$ cat config.mk
export PLATFORM = sky130hd
export DESIGN_NAME = tx_preamble_gen
export DESIGN_NICKNAME = d
export VERILOG_FILES = /design/src/rtl/tx_preamble_gen.sv
export SDC_FILE = /design/constraint.sdc
export NUM_CORES = 1
export LEC_CHECK = 0
export CAP_MARGIN = 0
export CORE_MARGIN = 10
export CORE_UTILIZATION = 47
export DETAILED_ROUTE_END_ITERATION = 6
export PLACE_DENSITY = 0.79
export SKIP_CTS_REPAIR_TIMING = 1
export SYNTH_ARGS = -nofsm -noshare
export SYNTH_HDL_FRONTEND = slang
export SYNTH_SLANG_ARGS = --single-unit
$ cat constraint.sdc
create_clock -name clk -period 2.76 [get_ports clk]
set_input_delay 0.69 -clock clk [delete_from_list [all_inputs] [get_ports clk]]
set_output_delay 0.69 -clock clk [all_outputs]
set_load 0.005 [all_outputs]
$ cat src/rtl/tx_preamble_gen.sv
// Frequency-domain 802.16 preamble source: emits one 256-bin symbol of QPSK pilots
// and zero bins into the TX IFFT stream under valid/ready flow control.
module tx_preamble_gen #(
    parameter int                      WIDTH    = 16,
    parameter logic signed [WIDTH-1:0] AMP      = 16'sd5793,
    parameter int                      LO_FIRST = 4,
    parameter int                      LO_LAST  = 100,
    parameter int                      HI_FIRST = 156,
    parameter int                      HI_LAST  = 252,
    parameter logic [255:0]            PN_SEQ   = {32{8'h1B}}
) (
    input  logic                    clk,
    input  logic                    rst,
    input  logic                    start_i,
    input  logic                    sym_sel_i,
    input  logic                    rdy_i,
    output logic signed [WIDTH-1:0] dat_re_o,
    output logic signed [WIDTH-1:0] dat_im_o,
    output logic                    stb_o,
    output logic [7:0]              bin_o,
    output logic                    sop_o,
    output logic                    eop_o,
    output logic                    busy_o,
    output logic                    done_o
);

    typedef enum logic [1:0] {IDLE, RUN, DONE} state_t;

    state_t                  state_q, state_d;
    logic                    sel_q, sel_d;
    logic [6:0]              ptr_q, ptr_d;
    logic [7:0]              bin_d;
    logic signed [WIDTH-1:0] re_d, im_d;
    logic                    stb_d, sop_d, eop_d, busy_d, done_d;

    logic [7:0]              nbin;
    logic                    nsel;
    logic [6:0]              nptr;
    logic                    pilot;
    logic [1:0]              code;
    logic signed [WIDTH-1:0] nre, nim;
    logic                    load;

    // Spacing is a power of two, so the modulo test reduces to a mask.
    function automatic logic is_pilot(input logic [7:0] k, input logic sel);
        int kk;
        int msk;
        kk  = int'(k);
        msk = sel ? 1 : 3;
        if (kk >= LO_FIRST && kk <= LO_LAST) return ((kk - LO_FIRST) & msk) == 0;
        if (kk >= HI_FIRST && kk <= HI_LAST) return ((kk - HI_FIRST) & msk) == 0;
        return 1'b0;
    endfunction

    // The sample being prepared is bin 0 when starting, else the bin after the current one.
    always_comb begin
        nbin  = (state_q == IDLE) ? 8'd0 : bin_o + 8'd1;
        nsel  = (state_q == IDLE) ? sym_sel_i : sel_q;
        nptr  = (state_q == IDLE) ? 7'd0 : ptr_q;
        pilot = is_pilot(nbin, nsel);
        code  = PN_SEQ[{nptr, 1'b0} +: 2];
        nre   = '0;
        nim   = '0;
        if (pilot) begin
            nre = code[0] ? -AMP : AMP;
            nim = code[1] ? -AMP : AMP;
        end
    end

    // NOTE: every next-state signal gets a hold/default value first, so no latch is inferred.
    always_comb begin
        state_d = state_q;
        sel_d   = sel_q;
        ptr_d   = ptr_q;
        bin_d   = bin_o;
        re_d    = dat_re_o;
        im_d    = dat_im_o;
        stb_d   = stb_o;
        sop_d   = sop_o;
        eop_d   = eop_o;
        busy_d  = busy_o;
        done_d  = 1'b0;
        load    = 1'b0;

        unique case (state_q)
            IDLE: begin
                if (start_i) begin
                    state_d = RUN;
                    sel_d   = sym_sel_i;
                    busy_d  = 1'b1;
                    load    = 1'b1;
                end
            end
            RUN: begin
                if (!stb_o || rdy_i) begin
                    if (stb_o && eop_o) begin
                        state_d = DONE;
                        stb_d   = 1'b0;
                        bin_d   = '0;
                        re_d    = '0;
                        im_d    = '0;
                        sop_d   = 1'b0;
                        eop_d   = 1'b0;
                        busy_d  = 1'b0;
                        done_d  = 1'b1;
                    end else begin
                        load = 1'b1;
                    end
                end
            end
            DONE: state_d = IDLE;
            default: state_d = IDLE;
        endcase

        if (load) begin
            stb_d = 1'b1;
            bin_d = nbin;
            sop_d = (nbin == 8'd0);
            eop_d = (nbin == 8'hFF);
            re_d  = nre;
            im_d  = nim;
            ptr_d = pilot ? nptr + 7'd1 : nptr;
        end
    end

    // NOTE: sequential state uses non-blocking assignments so all registers update together.
    always_ff @(posedge clk) begin
        if (rst) begin
            state_q  <= IDLE;
            sel_q    <= 1'b0;
            ptr_q    <= '0;
            bin_o    <= '0;
            dat_re_o <= '0;
            dat_im_o <= '0;
            stb_o    <= 1'b0;
            sop_o    <= 1'b0;
            eop_o    <= 1'b0;
            busy_o   <= 1'b0;
            done_o   <= 1'b0;
        end else begin
            state_q  <= state_d;
            sel_q    <= sel_d;
            ptr_q    <= ptr_d;
            bin_o    <= bin_d;
            dat_re_o <= re_d;
            dat_im_o <= im_d;
            stb_o    <= stb_d;
            sop_o    <= sop_d;
            eop_o    <= eop_d;
            busy_o   <= busy_d;
            done_o   <= done_d;
        end
    end

endmodule

==> metrics.txt, run 1 <==
Port Buf Inserts 49; clk buf depth 2; I/O pin count 50; Min Hold Slack between 0.4 and 0.5 ns; first-pass GRT wire length 6850 um; setup violators final 0; ANT cells 0; final setup TNS 0 ns; Global Route Usage Sum around an eighth; GPL Wtd Cong about 0.93; layout filler cell count roughly 320; nets@finish about 250; pin count of the biggest net entering global routing 24; share of post-route cells with drive strength above 1 between 10% and 20%; P_sw 0.164 mW; CP Cell Sequence ha_1 > nand2b_1 > a2111oi_2 > o32a_1 > a41oi_2 > a21oi_4 > a2bb2oi_1 > nor2_1; pwr/cell area 311 nW/um^2; CTS buffer count 3; MaxCap Viol Count 0; WL per Instance ~15 um; post-synthesis async set-or-reset flop share 0%; Final Hold Vio Count 0; Crit path arrival time 2.58 ns; main flop type after synthesis dfxtp_1; die height around 81 um; clock sinks 23; combinational power share approximately 15%; Period minus WS final 2.42 ns; yosys warns 0; CP Max Fanout 16; flop and latch count out of synthesis 23; H-tree Lvls 1; Synth area leaders dfxtp_1 (27%), buf_4 (13%), nand2_1 (5.2%), nor2_1 (4.6%), a21oi_1 (4.3%); CTS root buf clkbuf_8; cell area after synthesis ~1700 um^2; Area Growth Syn to Fin 20.7%; CORE AREA between 3000 and 4000 um^2; CP max stage cell ha_1; sequential area share after synthesis between 20% and 30%; RSZ-0062 raised after global routing no; crit-path max cell delay roughly 0.52 ns; Post-synth EDFFs 0; Initial Utilization about half; DR vias/cell 5.42; CTS clock-pin slew for the worst setup and hold paths 0.08 ns; Slew Limit Fails 0; leading area contributor after synthesis dfxtp_1; GR Overflow Total 0; maximum vdd drop around 330 uV; Synth top area share 26.7%; switching share of total power 25.3%; DRT antenna net count 0; status complete, no violations; Max-slew headroom about 58%; library cells used by synthesis between 50 and 60; # DRC 0; Int Pwr between 0.4 and 0.5 mW; Post-DP HPWL approximately 3300 um; worst hold-check path type flop to flop; P_leak approximately 0.72 nW; FP Rows 21; worst skew pair latency around 0.26 ns; register share of total power between 50% and 60%; Worst Setup End Kind flop; die width between 80 and 90 um; CTS tree built; f_max between 400 and 500 MHz; CP Class flop to flop; drt pass-1 iters 4; period utilization 87.8%; Detailed Route Iter0 Violations between 150 and 200; Crit path buffers/inverters 0; Worst Path Required 2.92 ns; via count of the first global-routing pass approximately 1400; Fin Clk Skew about 0.0045 ns; initial antenna violation count 0; syn_area_per_cell about 7.7 um^2; crit-path leading delay family compound AO/OA/AOI/OAI gates; cells after synthesis between 200 and 250; Worst setup SP type flop; final wirelength roughly 4300 um; clock share of power 32.0%; Die ar. roughly 6500 um^2; vias post-DR 1567; Slew @ Worst Pin around 0.63 ns; Mapped Nets 230
per-stage QoR:
stage | instances | power (mW) | utilization, % | setup slack (ns) | instance area, um^2
after floorplan | 223 | 0.408 | - | 0.682 | 1730
after global placement | 285 | 0.446 | 59.3 | 0.262 | 2040
after detailed placement | 285 | 0.448 | 59.3 | 0.212 | 2040
after CTS | 289 | 0.654 | 60.6 | 0.326 | 2080
after global routing | 289 | 0.678 | 60.6 | 0.0802 | 2080
final | 289 | 0.648 | 60.6 | 0.337 | 2080
flip-flops by register name, summed over array words and instances (netlist names):
| name | flops |
|---|---|
| eop_o | 1 |
| sel_q | 1 |
| bin_o | 8 |
| dat_im_o | 2 |
| done_o | 1 |
| stb_o | 1 |
| busy_o | 1 |
| ptr_q | 2 |
| sop_o | 1 |
| state_q | 2 |
| dat_re_o | 3 |
layout make-up:
class	count	area, um^2	area share [%]
clock buffers	4	45.0	2.16
repair buffers	57	551	26.4
flip-flops and latches	23	460	22.1
well taps	46	57.6	2.76
multi-input cells	153	948	45.5
inverters	6	22.5	1.08
tightest hold or removal path: cells and delay by family (launching register included):
kind,cells,cell delay [ns]
flops,1,0.32
compound gates,1,0.06
simple gates,1,0.05
power groups by stage:
| stage | registers (mW) | logic [mW] | clock network (mW) |
|---|---|---|---|
| floorplan | 0.353 | 0.0551 | 0 |
| CTS | 0.345 | 0.0954 | 0.214 |
| global route | 0.346 | 0.107 | 0.225 |
| detailed placement | 0.353 | 0.0952 | 0 |
| finish | 0.345 | 0.0957 | 0.207 |
| global placement | 0.352 | 0.0937 | 0 |
logic make-up (layout without fill, tap and decap cells):
family	count (synthesis)	after routing	synth area share, %
buffers and inverters	47	67	18.4
AO/OA/AOI/OAI	57	57	23.9
flip-flops	23	23	26.7
AND/OR/NAND/NOR	90	90	27.5
adder cells (fa/ha/maj)	2	2	1.45
XOR/XNOR	4	4	2.03
metal layers:
layer / vias up / GRT usage, % / wire length (um)
li1: 789 / - / -
met1: 715 / 15.6 / 1830
met2: 59 / 20.6 / 2040
met3: 4 / 4.01 / 354
met4: 0 / 3.17 / 36
met5: - / 0 / 0
cells in the mapped netlist (all sizes together) (2+ instances only):
| cell type | number |
|---|---|
| nor3 | 7 |
| nor2b | 2 |
| a22oi | 2 |
| xnor2 | 4 |
| nand4 | 3 |
| dfxtp | 23 |
| or3 | 2 |
| or2 | 3 |
| clkbuf | 5 |
| o21bai | 2 |
| inv | 6 |
| and2b | 2 |
| nand2b | 2 |
| a211oi | 3 |
| nand2 | 26 |
| a2bb2oi | 4 |
| and3 | 4 |
| o21a | 2 |
| nand3 | 6 |
| buf | 36 |
| o21ba | 2 |
| nor2 | 23 |
| o21ai | 14 |
| ha | 2 |
| nor4 | 4 |
| a21oi | 17 |
placed cells by master (no fill, tap or decap), types with 3 or more instances in the layout:
| cell | synthesis | layout |
|---|---|---|
| nand3_2 | 3 | 3 |
| o21ai_0 | 12 | 12 |
| xnor2_1 | 4 | 4 |
| nand3_1 | 3 | 3 |
| a21oi_1 | 15 | 15 |
| and3_1 | 4 | 4 |
| buf_4 | 31 | 8 |
| clkbuf_8 | 0 | 3 |
| inv_1 | 6 | 6 |
| nand2_1 | 24 | 24 |
| nand4_1 | 3 | 3 |
| nor2_1 | 21 | 21 |
| clkdlybuf4s50_1 | 0 | 49 |
| a2bb2oi_1 | 4 | 4 |
| nor3_1 | 7 | 7 |
| dfxtp_1 | 23 | 23 |
final timing paths:
kind                                             from  slack [ns]                   endpoint  depth (start not counted)
worst min register to register    busy_o$_SDFFE_PP0P_        0.47        busy_o$_SDFFE_PP0P_                          2
worst max-delay path            bin_o[1]$_SDFFE_PP0P_        0.34  dat_re_o[14]$_SDFFE_PP0P_                          8
worst max register to register  bin_o[1]$_SDFFE_PP0P_        0.34  dat_re_o[14]$_SDFFE_PP0P_                          8
worst min-delay path              busy_o$_SDFFE_PP0P_        0.47        busy_o$_SDFFE_PP0P_                          2
(Power assumes the default switching activity.)
==> inputs of run 2 (changes only) <==
--- a/config.mk
+++ b/config.mk
@@ -5,12 +5,14 @@
 export SDC_FILE = /design/constraint.sdc
 export NUM_CORES = 1
 export LEC_CHECK = 0
+export ABC_CLOCK_PERIOD_IN_PS = 2760
 export CAP_MARGIN = 0
 export CORE_MARGIN = 10
 export CORE_UTILIZATION = 47
 export DETAILED_ROUTE_END_ITERATION = 6
 export PLACE_DENSITY = 0.79
 export SKIP_CTS_REPAIR_TIMING = 1
+export SLEW_MARGIN = 30
 export SYNTH_ARGS = -nofsm -noshare
 export SYNTH_HDL_FRONTEND = slang
 export SYNTH_SLANG_ARGS = --single-unit
==> results of run 2 <==
Same layout as run 1: the final DEF is identical, and so are final timing and power.
==> inputs of run 3 (changes only) <==
--- a/config.mk
+++ b/config.mk
@@ -10,6 +10,7 @@
 export CORE_MARGIN = 10
 export CORE_UTILIZATION = 47
 export DETAILED_ROUTE_END_ITERATION = 6
+export MAX_ROUTING_LAYER = met4
 export PLACE_DENSITY = 0.79
 export SKIP_CTS_REPAIR_TIMING = 1
 export SLEW_MARGIN = 30
==> metrics.txt, run 3 (synthesis results as in run 1) <==
CTS tree built; I/O pin count 50 (unchanged); non-filler instance count after layout 289 (unchanged); Period minus WS final 2.42 ns (-0.000165 ns); Min Hold Slack 0.468 ns (-0.000434 ns); WL per Instance 14.7 um (-0.14%); most frequent cells in the layout clkdlybuf4s50_1 (49), nand2_1 (24), dfxtp_1 (23); overall power 0.648 mW (about the same); Reg2Reg Depth 8 (unchanged); worst hold-check path type flop to flop; die height 80.6 um (unchanged); Final Hold Vio Count 0 (unchanged); Die ar. 6500 um^2 (unchanged); layout filler cell count 318 (unchanged); Max-slew headroom 57.5% (-0.090 points); CTS root buf clkbuf_8; max reg flops 8 (unchanged); Initial Utilization 50.2% (unchanged); Worst setup SP type flop; drt pass-1 iters 4 (unchanged); CP Max Fanout 16 (unchanged); CTS buffer count 3 (unchanged); MaxCap Viol Count 0 (unchanged); ANT cells 0 (unchanged); Area after DPL 2040 um^2 (unchanged); status complete, no violations; H-tree Lvls 1 (unchanged); largest registers bin_o (8), dat_re_o (3); Slew Limit Fails 0 (unchanged); die width 80.6 um (unchanged); initial antenna violation count 0 (unchanged); Detailed Route Iter0 Violations 159 (-4.8%); RSZ-0062 raised after global routing no; dpl ws 0.212 ns (unchanged); CP Class flop to flop; hold depth 2 (unchanged); vias post-DR 1567 (unchanged); share of post-route cells with drive strength above 1 11.9% (unchanged); # DRC 0 (unchanged); cell area after layout 2080 um^2 (unchanged); Final WS setup 0.337 ns (+0.000165 ns); DR vias/cell 5.42 (unchanged); GR Overflow Total 0 (unchanged); Worst Setup End Kind flop; Final Util 60.6% (unchanged); final wirelength 4260 um (-0.14%); commonest non-fill, non-tap cell in the layout clkdlybuf4s50_1; CORE AREA 3440 um^2 (unchanged); f_max 413 MHz (about the same); placed insts 285 (unchanged); period utilization 87.8% (about the same); GPL Wtd Cong 0.945 (+1.8%); maximum vdd drop 335 uV (about the same); Area Growth Syn to Fin 20.7% (unchanged); CTS clock-pin slew for the worst setup and hold paths 0.08 ns (about the same); Port Buf Inserts 49 (unchanged); area of the multi-input gates 948 um^2 (unchanged); pin count of the biggest net entering global routing 24 (unchanged); pwr/cell area 311 nW/um^2 (about the same); clock sinks 23 (unchanged); Worst Path Required 2.92 ns (about the same); final setup TNS 0 ns (unchanged); Fin Clk Skew 0.00438 ns (-0.0000876 ns); setup slack, reg-to-reg 0.34 ns (about the same); first-pass GRT wire length 6860 um (+0.10%); largest register by flop count bin_o; worst skew pair latency 0.26 ns (about the same); nets@finish 251 (unchanged); clk buf depth 2 (unchanged); Global Route Usage Sum 13.0% (+0.35 points); Post-DP HPWL 3280 um (unchanged); FP Rows 21 (unchanged); setup violators final 0 (unchanged); Slew @ Worst Pin 0.636 ns (+0.00135 ns); DRT antenna net count 0 (unchanged); via count of the first global-routing pass 1445 (+0.069%); P_leak 0.719 nW (unchanged); Seq. cell area 460 um^2 (unchanged); Crit path arrival time 2.58 ns (about the same)
## run 3: final cells by class
type | count | area share, %
tap | 46 | 2.76
sequential | 23 | 22.1
inverter | 6 | 1.08
timing repair buffer | 57 | 26.4
multi-input combinational | 153 | 45.5
clock buffer | 4 | 2.16
## run 3: per-layer routing
metal	track usage (%)	vias to the layer above	part of all wire, %
met3	3.01	4	6.6
met5	-	-	0
met1	16.2	714	44
met2	20.6	60	48
li1	-	789	-
met4	3.17	0	0.85
## run 3: critical path, cell delays in order (launching register included)
cell	delay, ns
dfxtp_1	0.35
ha_1	0.52
nand2b_1	0.16
a2111oi_2	0.43
o32a_1	0.24
a41oi_2	0.06
a21oi_4	0.32
a2bb2oi_1	0.19
nor2_1	0.05
## run 3: report_power, final
group | total [mW] | internal [mW] | switching, mW | leakage [nW]
registers | 0.345 | 0.339 | 0.00554 | 0.187
logic | 0.0958 | 0.0417 | 0.0540 | 0.509
clock network | 0.207 | 0.103 | 0.104 | 0.0228
## run 3: worst paths after layout
path                                             from                         to
worst max-delay path            bin_o[1]$_SDFFE_PP0P_  dat_re_o[14]$_SDFFE_PP0P_
worst min-delay path               sel_q$_SDFFE_PP0P_         sel_q$_SDFFE_PP0P_
worst max register to register  bin_o[1]$_SDFFE_PP0P_  dat_re_o[14]$_SDFFE_PP0P_
worst min register to register     sel_q$_SDFFE_PP0P_         sel_q$_SDFFE_PP0P_
